===== src/rtl/multicycle_controller_pkg.sv =====
// Shared opcode constants, FSM state encoding and instruction field layout
// for the multicycle instruction controller.
package ctrl_pkg;

    localparam int DEF_REG_W = 6;
    localparam int DEF_OP_W  = 4;
    localparam int DEF_IMM_W = 9;

    localparam logic [3:0] OP_LOAD  = 4'b0100;
    localparam logic [3:0] OP_STORE = 4'b0110;
    localparam logic [3:0] OP_NOP   = 4'b1111;

    typedef enum logic [1:0] {
        IDLE = 2'd0,
        EXEC = 2'd1,
        MEM  = 2'd2,
        WB   = 2'd3
    } state_t;

    // Field view of an instruction at the default widths, MSB first.
    typedef struct packed {
        logic                 ri;
        logic [DEF_REG_W-1:0] rs;
        logic [DEF_REG_W-1:0] rd;
        logic [DEF_OP_W-1:0]  op;
        logic [DEF_REG_W-1:0] rt;
        logic [DEF_IMM_W-1:0] imm;
    } instr_fields_t;

    function automatic int instr_width(input int reg_w, input int op_w, input int imm_w);
        return 1 + 3 * reg_w + op_w + imm_w;
    endfunction

endpackage


===== src/rtl/multicycle_controller_if.sv =====
// Instruction-fetch and data-memory handshakes of the controller.
// master = controller side, slave = fetch unit / data memory side.
interface multicycle_controller_if #(
    parameter int REG_W = 6,
    parameter int OP_W  = 4,
    parameter int IMM_W = 9
);
    localparam int INSTR_W = 1 + 3 * REG_W + OP_W + IMM_W;

    logic               instr_valid;
    logic               instr_ready;
    logic [INSTR_W-1:0] instr;
    logic               dm_req;
    logic               dm_we;
    logic               dm_ack;

    modport master (
        input  instr_valid,
        output instr_ready,
        input  instr,
        output dm_req,
        output dm_we,
        input  dm_ack
    );

    modport slave (
        output instr_valid,
        input  instr_ready,
        output instr,
        input  dm_req,
        input  dm_we,
        output dm_ack
    );

endinterface


===== src/rtl/multicycle_controller_imm_extend.sv =====
// Widens the IMM field to the datapath width, sign- or zero-extending.
module imm_extend #(
    parameter int IMM_W    = 9,
    parameter int DATA_W   = 32,
    parameter int SIGN_EXT = 1
) (
    input  logic [IMM_W-1:0]  imm,
    output logic [DATA_W-1:0] imm_ext
);

    assign imm_ext[IMM_W-1:0] = imm;

    generate
        for (genvar gi = IMM_W; gi < DATA_W; gi++) begin : g_ext
            assign imm_ext[gi] = (SIGN_EXT != 0) ? imm[IMM_W-1] : 1'b0;
        end
    endgenerate

endmodule


===== src/rtl/multicycle_controller.sv =====
// Multicycle instruction controller: latches one instruction, sequences
// ALU / NOP / load / store through IDLE-EXEC-MEM-WB, counts retirements.
module multicycle_controller
    import ctrl_pkg::*;
#(
    parameter int REG_W        = 6,
    parameter int OP_W         = 4,
    parameter int IMM_W        = 9,
    parameter int DATA_W       = 32,
    parameter int SIGN_EXT_IMM = 1,
    parameter int MEM_TIMEOUT  = 16,
    parameter int CNT_W        = 16
) (
    input  logic                     clk,
    input  logic                     rst,
    multicycle_controller_if.master  bus,
    output logic                     ri,
    output logic [REG_W-1:0]         rs,
    output logic [REG_W-1:0]         rd,
    output logic [REG_W-1:0]         rt,
    output logic [OP_W-1:0]          alu_op,
    output logic [DATA_W-1:0]        imm_ext,
    output logic                     rf_we,
    output logic                     wb_sel,
    output logic                     err,
    output logic [CNT_W-1:0]         retired_cnt
);

    localparam int INSTR_W = 1 + 3 * REG_W + OP_W + IMM_W;
    localparam int RS_LSB  = INSTR_W - 1 - REG_W;
    localparam int RD_LSB  = RS_LSB - REG_W;
    localparam int OP_LSB  = RD_LSB - OP_W;
    localparam int RT_LSB  = OP_LSB - REG_W;

    localparam int TO_W = (MEM_TIMEOUT > 1) ? $clog2(MEM_TIMEOUT) : 1;
    localparam logic [TO_W-1:0] TO_LAST = (MEM_TIMEOUT > 0) ? TO_W'(MEM_TIMEOUT - 1) : '0;

    localparam logic [OP_W-1:0] OPC_LOAD  = OP_W'(OP_LOAD);
    localparam logic [OP_W-1:0] OPC_STORE = OP_W'(OP_STORE);
    localparam logic [OP_W-1:0] OPC_NOP   = OP_W'(OP_NOP);

    state_t             state_reg, state_next;
    logic [INSTR_W-1:0] instr_reg;
    logic [TO_W-1:0]    to_cnt_reg, to_cnt_next;
    logic [CNT_W-1:0]   retired_reg;
    logic               err_reg, err_next;
    logic               retire;

    logic is_load, is_store, is_nop, is_mem, to_hit;

    // Decoded fields come straight from the instruction register so they
    // hold until the next accept.
    assign ri     = instr_reg[INSTR_W-1];
    assign rs     = instr_reg[RS_LSB +: REG_W];
    assign rd     = instr_reg[RD_LSB +: REG_W];
    assign alu_op = instr_reg[OP_LSB +: OP_W];
    assign rt     = instr_reg[RT_LSB +: REG_W];

    imm_extend #(
        .IMM_W    (IMM_W),
        .DATA_W   (DATA_W),
        .SIGN_EXT (SIGN_EXT_IMM)
    ) u_imm_extend (
        .imm     (instr_reg[IMM_W-1:0]),
        .imm_ext (imm_ext)
    );

    assign is_load  = (alu_op == OPC_LOAD);
    assign is_store = (alu_op == OPC_STORE);
    assign is_nop   = (alu_op == OPC_NOP);
    assign is_mem   = is_load || is_store;
    assign to_hit   = (MEM_TIMEOUT != 0) && (to_cnt_reg == TO_LAST);

    always_comb begin
        state_next  = state_reg;
        to_cnt_next = to_cnt_reg;
        err_next    = 1'b0;
        retire      = 1'b0;
        case (state_reg)
            IDLE: begin
                if (bus.instr_valid) begin
                    state_next = EXEC;
                end
            end
            EXEC: begin
                if (is_mem) begin
                    state_next  = MEM;
                    to_cnt_next = '0;
                end else begin
                    state_next = IDLE;
                    retire     = 1'b1;
                end
            end
            MEM: begin
                // An ack arriving on the threshold cycle takes priority.
                if (bus.dm_ack) begin
                    if (is_load) begin
                        state_next = WB;
                    end else begin
                        state_next = IDLE;
                        retire     = 1'b1;
                    end
                end else if (to_hit) begin
                    state_next = IDLE;
                    err_next   = 1'b1;
                end else begin
                    to_cnt_next = to_cnt_reg + 1'b1;
                end
            end
            WB: begin
                state_next = IDLE;
                retire     = 1'b1;
            end
            default: state_next = IDLE;
        endcase
    end

    always_ff @(posedge clk) begin
        if (rst) begin
            state_reg   <= IDLE;
            instr_reg   <= '0;
            to_cnt_reg  <= '0;
            retired_reg <= '0;
            err_reg     <= 1'b0;
        end else begin
            state_reg  <= state_next;
            to_cnt_reg <= to_cnt_next;
            err_reg    <= err_next;
            if (retire) begin
                retired_reg <= retired_reg + 1'b1;
            end
            if (state_reg == IDLE && bus.instr_valid) begin
                instr_reg <= bus.instr;
            end
        end
    end

    // Control strobes are forced low while reset is held, whatever the state.
    assign bus.instr_ready = !rst && (state_reg == IDLE);
    assign bus.dm_req      = !rst && (state_reg == MEM);
    assign bus.dm_we       = !rst && (state_reg == MEM) && is_store;
    assign rf_we           = !rst && (((state_reg == EXEC) && !is_mem && !is_nop)
                                      || (state_reg == WB));
    assign wb_sel          = (state_reg != WB);
    assign err             = !rst && err_reg;
    assign retired_cnt     = retired_reg;

endmodule


===== src/flat_wrapper.sv =====
// flat-port wrapper written by rule: the top's interface ports become plain ports
module multicycle_controller_flat import ctrl_pkg::*;
#(
    parameter int REG_W        = 6,
    parameter int OP_W         = 4,
    parameter int IMM_W        = 9,
    parameter int DATA_W       = 32,
    parameter int SIGN_EXT_IMM = 1,
    parameter int MEM_TIMEOUT  = 16,
    parameter int CNT_W        = 16
)
  (clk, rst, ri, rs, rd, rt, alu_op, imm_ext, rf_we, wb_sel, err, retired_cnt, bus_instr_valid, bus_instr_ready, bus_instr, bus_dm_req, bus_dm_we, bus_dm_ack);
  multicycle_controller_if #(.REG_W(REG_W), .OP_W(OP_W), .IMM_W(IMM_W)) bus_i ();
  input  logic clk;
  input  logic rst;
  output logic ri;
  output logic [REG_W-1:0] rs;
  output logic [REG_W-1:0] rd;
  output logic [REG_W-1:0] rt;
  output logic [OP_W-1:0] alu_op;
  output logic [DATA_W-1:0] imm_ext;
  output logic rf_we;
  output logic wb_sel;
  output logic err;
  output logic [CNT_W-1:0] retired_cnt;
  input wire logic [$bits(bus_i.instr_valid)-1:0] bus_instr_valid;
  output wire logic [$bits(bus_i.instr_ready)-1:0] bus_instr_ready;
  input wire logic [$bits(bus_i.instr)-1:0] bus_instr;
  output wire logic [$bits(bus_i.dm_req)-1:0] bus_dm_req;
  output wire logic [$bits(bus_i.dm_we)-1:0] bus_dm_we;
  input wire logic [$bits(bus_i.dm_ack)-1:0] bus_dm_ack;
  assign bus_i.instr_valid = bus_instr_valid;
  assign bus_instr_ready = bus_i.instr_ready;
  assign bus_i.instr = bus_instr;
  assign bus_dm_req = bus_i.dm_req;
  assign bus_dm_we = bus_i.dm_we;
  assign bus_i.dm_ack = bus_dm_ack;
  multicycle_controller #(.REG_W(REG_W), .OP_W(OP_W), .IMM_W(IMM_W), .DATA_W(DATA_W), .SIGN_EXT_IMM(SIGN_EXT_IMM), .MEM_TIMEOUT(MEM_TIMEOUT), .CNT_W(CNT_W)) u_core (.clk(clk), .rst(rst), .bus(bus_i), .ri(ri), .rs(rs), .rd(rd), .rt(rt), .alu_op(alu_op), .imm_ext(imm_ext), .rf_we(rf_we), .wb_sel(wb_sel), .err(err), .retired_cnt(retired_cnt));
endmodule

===== config.mk =====
export PLATFORM = sky130hd
export DESIGN_NAME = multicycle_controller_flat
export DESIGN_NICKNAME = d
export VERILOG_FILES = /design/src/rtl/multicycle_controller_pkg.sv /design/src/rtl/multicycle_controller_if.sv /design/src/rtl/multicycle_controller_imm_extend.sv /design/src/rtl/multicycle_controller.sv /design/src/flat_wrapper.sv
export SDC_FILE = /design/constraint.sdc
export NUM_CORES = 1
export LEC_CHECK = 0
export CORE_ASPECT_RATIO = 1.2
export CORE_MARGIN = 5
export CORE_UTILIZATION = 44
export DETAILED_ROUTE_END_ITERATION = 12
export PLACE_DENSITY = 0.83
export SLEW_MARGIN = 40
export SYNTH_ARGS = -nofsm -noshare
export SYNTH_HDL_FRONTEND = slang
export SYNTH_SLANG_ARGS = --single-unit

===== constraint.sdc =====
create_clock -name clk -period 3.8 [get_ports clk]
set_input_delay 0.76 -clock clk [delete_from_list [all_inputs] [get_ports clk]]
set_output_delay 0.76 -clock clk [all_outputs]
set_load 0.05 [all_outputs]

# Word level (Yosys, flattened, before mapping)
# Index checks and enable logic that the tools add are counted.
[op_classes]
add_sub_neg = 2
eq_ne = 13
muxes = 15
n_bitwise = 1
reduce_logical = 18
[op_table]
columns = ["cell", "count"]
rows = [
  ["adder 16 x 1 -> 16 bit (second input constant)", 1],
  ["two-way mux 4 bit", 3],
  ["two-way mux 2 bit", 5],
  ["equality test 4 x 3 -> 1 bit (second input constant)", 2],
  ["equality test 4 bit (second input constant)", 2],
  ["logical AND 1 bit", 8],
  ["inequality test 2 bit (second input constant)", 4],
  ["case mux 2 bit (4 select lines)", 1],
  ["case mux 4 bit (2 select lines)", 1],
  ["adder 4 x 1 -> 4 bit (second input constant)", 1],
  ["equality test 2 bit (second input constant)", 2],
  ["two-way mux 1 bit", 4],
  ["AND reduction 4 bit", 1],
  ["logical NOT 1 bit", 3],
  ["inequality test 3 x 2 -> 1 bit (second input constant)", 1],
  ["case mux 1 bit (3 select lines)", 1],
  ["OR reduction 3 bit", 1],
  ["equality test 2 x 1 -> 1 bit (second input constant)", 1],
  ["logical NOT 2 bit", 1],
  ["logical OR 1 bit", 2],
  ["inequality test 2 x 1 -> 1 bit (second input constant)", 1],
  ["AND reduction 2 bit", 1],
  ["nonzero test 2 bit", 1],
  ["NOT 1 bit", 1],
]
[word_totals]
regBits = 55
in_bits = 36
out_inout_bits = 77
word_cells = 54

# Longest topological paths before layout
# Gate-level depths: netlist of the first run.
[logic_depth]
ltp_word = 7
mapped_depth = 7
depth_no_buf = 5

# By module
# Synthesis of the first run repeated with hierarchy kept, for this count alone.
[hier_totals]
hier_cells = 336
hier_area_um2 = 2661.3
[by_module_without_submodules]
columns = ["mod", "n_inst", "cells_per_inst", "area_per_inst_um2"]
rows = [
  ["multicycle_controller", 1, 304, 2421.1],
  ["imm_extend", 1, 32, 240.2],
]

# Worst setup path before layout of the first run
# No wires, ideal clock.
[synth_path]
path_type = "input port to output port"
start = "input port rst"
end = "output port rf_we"
arrival_time_ps = 2207
t_required_ps = 3040
setup_slack_ps = 833
cell_stages = 2
n_path_buf = 1
cell_sequence = "clkbuf_1 -> a311oi_1"
[synth_via]
elab_chain_len = 2
[synth_rtl]
columns = ["element", "line", "text"]
rows = [
  ["from (decl)", "flat_wrapper.sv:15", "input logic rst;"],
  ["logical NOT 1 bit", "multicycle_controller.sv:142", "assign rf_we = !rst && (((state_reg == EXEC) && !is_mem && !is_nop)"],
  ["logical AND 1 bit", "multicycle_controller.sv:142", ""],
  ["to (decl)", "flat_wrapper.sv:22", "output logic rf_we;"],
]
# Every way passes these cells.

# Final worst setup path of the first run
[layout_path]
start = "input port rst"
end = "output port bus_dm_we"
[layout_via]
elab_chain_len = 3
[layout_rtl]
columns = ["element", "line", "text"]
rows = [
  ["logical NOT 1 bit", "multicycle_controller.sv:141", "assign bus.dm_we = !rst && (state_reg == MEM) && is_store;"],
  ["logical AND 1 bit (2 in a row)", "multicycle_controller.sv:141", ""],
  ["to (decl)", "flat_wrapper.sv:30", "output wire logic [$bits(bus_i.dm_we)-1:0] bus_dm_we;"],
]
# Every way passes these cells.

==> results of run 1 <==
-- kinds of logic (layout without fill, tap and decap cells) --
logic type / count (synthesis) / after routing
AND/OR/NAND/NOR: 126 / 126
AO/OA/AOI/OAI: 73 / 73
flip-flops: 55 / 55
buffers and inverters: 46 / 127
adder cells (fa/ha/maj): 2 / 2
XOR/XNOR: 2 / 2
multiplexers: 1 / 1
-- cell usage in the layout, fill, tap and decap left out, types with 4 or more instances in the layout --
master,synthesis,final
clkdlybuf4s50_1,0,111
a21oi_1,51,51
o31ai_1,7,7
or3_1,9,9
nand2_1,75,74
clkbuf_8,0,5
o21ai_0,10,10
nand4_1,4,4
or4_1,7,7
inv_1,5,5
nor2_1,5,5
nand3_1,8,8
dfxtp_1,55,55
-- power by group --
group          internal, mW  switching, mW  leakage, nW
Combinational         0.112          0.201        0.719
Sequential            0.599         0.0196        0.449
Clock                 0.193          0.173       0.0513
Total                 0.904          0.394         1.22
-- routing by layer --
layer / wire length, um / global-route usage (%) / up-vias / part of all wire, %
met5: 0 / 0 / - / 0
met4: 68 / 4.30 / 0 / 1.0
met3: 488 / 5.05 / 5 / 7.5
met2: 3210 / 31.1 / 82 / 49
met1: 2720 / 21.8 / 1080 / 42
li1: - / - / 1193 / -
-- worst register-to-register path, stage by stage (launching register included) --
cell	delay [ns]
dfxtp_1	0.54
nor4b_1	0.12
a211o_1	0.58
or4_1	0.62
a21oi_1	0.16
-- worst paths after layout --
| check | from | endpoint | slack (ns) | cells past startpoint |
|---|---|---|---|---|
| worst max-delay path | rst | bus_dm_we | 0.75 | 4 |
| worst min-delay path | u_core.instr_reg[6] | u_core.instr_reg[6] | 0.46 | 2 |
| worst max register to register | u_core.state_reg[1] | u_core.retired_cnt[5] | 1.72 | 4 |
| worst min register to register | u_core.instr_reg[6] | u_core.instr_reg[6] | 0.46 | 2 |
-- through the flow --
step / std cells / setup WS (ns) / utilization [%] / hold WS, ns
2_1_floorplan: 305 / 0.833 / - / 0.449
3_3_place_gp: 441 / 0.834 / 63.6 / 0.441
3_5_place_dp: 441 / 0.762 / 63.6 / 0.446
4_1_cts: 448 / 0.761 / 65.5 / 0.457
5_1_grt: 448 / 0.621 / 65.5 / 0.479
6_report: 448 / 0.752 / 65.5 / 0.456
-- layout make-up --
type	count	area, um2	share of cell area, %
clock buffers	6	72.6	2.08
clock inverters	1	30.0	0.859
inverters	5	18.8	0.537
multi-input cells	204	1060	30.2
flip-flops and latches	55	1100	31.5
well taps	62	77.6	2.22
repair buffers	115	1140	32.6
==> results_dict.tcl, run 1 <==
set metrics [dict create \
    status "finished clean" \
    path_class "input port to output port" \
    critPathCaptureType "output port" \
    synth.most_common_cell "nand2_1" \
    start_util_pct 45.5 \
    cap_violations 0 \
    synth-adder-area-share_pct 1.03 \
    die_area_um2 7100 \
    critPathSlowestCell "clkdlybuf4s50_1" \
    portBuffers 112 \
    power.density_nw_per_um2 371 \
    synth_warnings 0 \
    drtIter0Drc 110 \
    overflow 0 \
    cts_resized 0 \
    die_y_um 91.3 \
    synthMuxAreaShare_pct 0.413 \
    grt_pass1_wl_mm 10.7 \
    synth_top_family_by_area "simple AND/OR/NAND/NOR gates" \
    netlist_top_cells_area "dfxtp_1 (45%), nand2_1 (12%), a21oi_1 (11%)" \
    rows 29 \
    path_clk_slew_ns 0.09 \
    firstDrtPassIters 4 \
    arrival_ns 2.29 \
    synth_common_cells "nand2_1 (75), dfxtp_1 (55), a21oi_1 (51)" \
    drive_gt1_share_pct 2.85 \
    track_usage_pct 18.0 \
    post_cts_buffers 0 \
    clock_path_buffers 2 \
    maxSlewViolCount 0 \
    syn_nets 343 \
    antenna_found_initial 0 \
    synth-xor-area-share_pct 0.722 \
    synth_cell_type_count 32 \
    critical_path.max_fanout 31 \
    syn_avg_cell_area_um2 7.95 \
    total_power_mw 1.30 \
    setup_viol_count_final 0 \
    synth_ff_type "dfxtp_1" \
    clock-skew-final_ns 0.0110 \
    ant_nets 0 \
    clock_latency_ns 0.30 \
    yosys.area_share.simple_pct 24.8 \
    synthesis.area_um2 2420 \
    fin_crit_ns 3.05 \
    clock_sinks 55 \
    drc_errors 0 \
    fp.dieW_um 77.8 \
    worstPathCellList "buf_2 -> nor2_1 -> and3_1 -> clkdlybuf4s50_1" \
    crit_family "buffers and inverters" \
    wl_mm 6.48 \
    hold_violations 0 \
    ys_ff_latch 55 \
    grt_pass1_vias 2167 \
    max_freq_ghz 0.328 \
    hold_class "register to register" \
    required_ns 3.04 \
    numCtsBuffers 5 \
    largest_register_ffs 32 \
    synth_cells 305 \
    syn_to_final_growth_pct 44.2 \
    routedWlPerCell_um 14.5 \
    ctsHoldBuffers 0 \
    critPathBufInv 2 \
    synth_compound_area_share_pct 16.5 \
    slew_headroom_pct 49.5 \
    coreArea_um2 5330 \
    io_pins 113 \
    vias 2360 \
    final_cell_area_um2 3500 \
    synth-edff-count 0 \
    cts_root_buf "clkbuf_8" \
    synth_area_leader_cell "dfxtp_1" \
    synthArstFlopShare_pct 0 \
    hpwlAfterDp_mm 4.82 \
    h-tree-depth 2 \
    start_kind "input port" \
    fin_nets 424 \
    cts_tree "yes" \
    tightestPinTransition_ns 0.758 \
    power.leakage_nw 1.22 \
    grt_max_degree 33 \
    slowest_delay_ns 0.70 \
    yosysSeqAreaShare_pct 45.4 \
    min_period_over_period_pct 80.2 \
    yosysTopAreaCellShare_pct 45.4 \
    antennaDiodeCount 0 \
    post_dp_cell_area_um2 3390 \
    timing.setup.tns_ns 0 \
    place.gp.congestion 0.757 \
    vias_per_cell 5.27 \
    fillers 462 \
    vdd_drop_max_v 0.000217 \
    rsz0062_at_grt "false" \
]
(Power assumes the default switching activity.)
==> inputs of run 2 (changes only) <==
--- a/config.mk
+++ b/config.mk
@@ -7,9 +7,9 @@
 export LEC_CHECK = 0
 export CORE_ASPECT_RATIO = 1.2
 export CORE_MARGIN = 5
-export CORE_UTILIZATION = 44
+export CORE_UTILIZATION = 37
 export DETAILED_ROUTE_END_ITERATION = 12
-export PLACE_DENSITY = 0.83
+export PLACE_DENSITY = 0.74
 export SLEW_MARGIN = 40
 export SYNTH_ARGS = -nofsm -noshare
 export SYNTH_HDL_FRONTEND = slang
==> constraint.sdc (replaced) <==
create_clock -name clk -period 2.7 [get_ports clk]
set_input_delay 0.54 -clock clk [delete_from_list [all_inputs] [get_ports clk]]
set_output_delay 0.54 -clock clk [all_outputs]
set_load 0.05 [all_outputs]
==> results_dict.tcl, run 2 (synthesis results as in run 1) <==
set metrics [dict create \
    antennaDiodeCount 0 \
    post_cts_buffers 0 \
    place.gp.congestion 0.783 \
    io_pins 113 \
    cap_violations 0 \
    vias_per_cell 4.97 \
    critPathBufInv 1 \
    maxSlewViolCount 0 \
    holdPathEnd "u_core.instr_reg[31]" \
    largest_register_ffs 32 \
    hold_violations 0 \
    drtIter0Drc 89 \
    status "finished clean" \
    setup_ws_ns 0.171 \
    utilization_pct 55.7 \
    whs_path_depth 2 \
    drive_gt1_share_pct 4.63 \
    vias 2355 \
    power.density_nw_per_um2 545 \
    min_period_over_period_pct 93.7 \
    hpwlAfterDp_mm 4.73 \
    clock-skew-final_ns 0.00479 \
    clock_latency_ns 0.30 \
    reg2reg_depth 5 \
    holdCritStartpoint "u_core.instr_reg[31]" \
    cts_resized 0 \
    numCtsBuffers 5 \
    worstPathCellList "clkdlybuf4s50_1" \
    cts_tree "yes" \
    dp.cells 466 \
    ctsHoldBuffers 0 \
    critPathCaptureType "output port" \
    power.leakage_nw 1.25 \
    rows 32 \
    r2r_end "u_core.retired_cnt[6]" \
    slew_headroom_pct 56.5 \
    coreArea_um2 6410 \
    start_util_pct 37.9 \
    grt_max_degree 32 \
    antenna_found_initial 0 \
    grt_pass1_vias 2208 \
    crit_family "buffers and inverters" \
    vdd_drop_max_v 0.000328 \
    post-place-ws_ns 0.242 \
    arrival_ns 1.99 \
    routedWlPerCell_um 13.2 \
    overflow 0 \
    clock_path_buffers 2 \
    critical_path.max_fanout 25 \
    drc_errors 0 \
    path_class "register to output port" \
    track_usage_pct 15.2 \
    die_y_um 98.7 \
    total_power_mw 1.94 \
    grt_pass1_wl_mm 10.6 \
    slowest_delay_ns 0.93 \
    max_freq_ghz 0.395 \
    fin_nets 426 \
    path_clk_slew_ns 0.09 \
    instances_no_fill 474 \
    portBuffers 112 \
    required_ns 2.16 \
    final_common_cell "clkdlybuf4s50_1" \
    hold_class "register to register" \
    fin_crit_ns 2.53 \
    ant_nets 0 \
    start_kind "register" \
    firstDrtPassIters 4 \
    syn_to_final_growth_pct 47.1 \
    clock_sinks 55 \
    cts_root_buf "clkbuf_8" \
    wl_mm 6.24 \
    rsz0062_at_grt "false" \
    worstReg2RegStart "u_core.state_reg[1]" \
    fp.dieW_um 83.9 \
    h-tree-depth 2 \
    timing.setup.tns_ns 0 \
    die_area_um2 8280 \
    critPathSlowestCell "clkdlybuf4s50_1" \
    r2r_setup_slack_ns 0.75 \
    final_cell_mix "clkdlybuf4s50_1 (106), nand2_1 (75), dfxtp_1 (55)" \
    tightestPinTransition_ns 0.652 \
    setup_viol_count_final 0 \
]
==> run 2: changes by cell type in the layout (fill, tap and decap cells not counted), sizes merged <==
| cell | delta |
|---|---|
| buf | +7 |
| bufinv | +1 |
| clkdlybuf4s50 | -5 |
==> run 2: how the worst max path moves through the flow <==
stage                                    start                     to  cells after the start
after floorplan           u_core.instr_reg[15]                  rf_we                      2
final                      u_core.instr_reg[8]            imm_ext[16]                      1
after CTS                  u_core.instr_reg[8]            imm_ext[20]                      1
after global placement              bus_dm_ack  u_core.retired_cnt[3]                      6
after global routing       u_core.instr_reg[8]            imm_ext[20]                      1
after detailed placement            bus_dm_ack  u_core.retired_cnt[6]                      6
==> run 2: power by group <==
part | leakage [nW] | internal [mW] | switching (mW) | total (mW)
combinational | 0.739 | 0.161 | 0.283 | 0.444
sequential | 0.449 | 0.843 | 0.0271 | 0.870
clock | 0.0654 | 0.371 | 0.259 | 0.629
total | 1.25 | 1.37 | 0.569 | 1.94
==> run 2: metrics by stage <==
stage          hold slack, ns  cell area, um2
2_1_floorplan           0.449            2420
3_3_place_gp            0.442            3430
3_5_place_dp            0.447            3430
4_1_cts                 0.460            3570
5_1_grt                 0.478            3570
6_report                0.458            3570
==> run 2: layout make-up <==
cell class | instances | area [um2]
inverter | 5 | 18.8
sequential | 55 | 1100
clock buffer | 6 | 72.6
timing repair buffer | 117 | 1150
multi-input combinational | 204 | 1050
tap | 85 | 106
clock inverter | 2 | 60.1
fill | 600 | 2840
==> run 2: routing by layer <==
metal  GRT usage (%)  wire length [um]  vias up
met5               0                 0        -
met4            4.83               106        0
li1                -                 -     1186
met3            4.26               454       10
met2            26.6              3000       85
met1            17.9              2690     1074
==> inputs of run 3 (changes only) <==
--- a/config.mk
+++ b/config.mk
@@ -9,8 +9,10 @@
 export CORE_MARGIN = 5
 export CORE_UTILIZATION = 37
 export DETAILED_ROUTE_END_ITERATION = 12
+export HOLD_SLACK_MARGIN = 0.06
 export PLACE_DENSITY = 0.74
 export SLEW_MARGIN = 40
 export SYNTH_ARGS = -nofsm -noshare
 export SYNTH_HDL_FRONTEND = slang
 export SYNTH_SLANG_ARGS = --single-unit
+export TNS_END_PERCENT = 100
==> results of run 3 <==
Same layout as run 2: the final DEF is identical, and so are final timing and power.
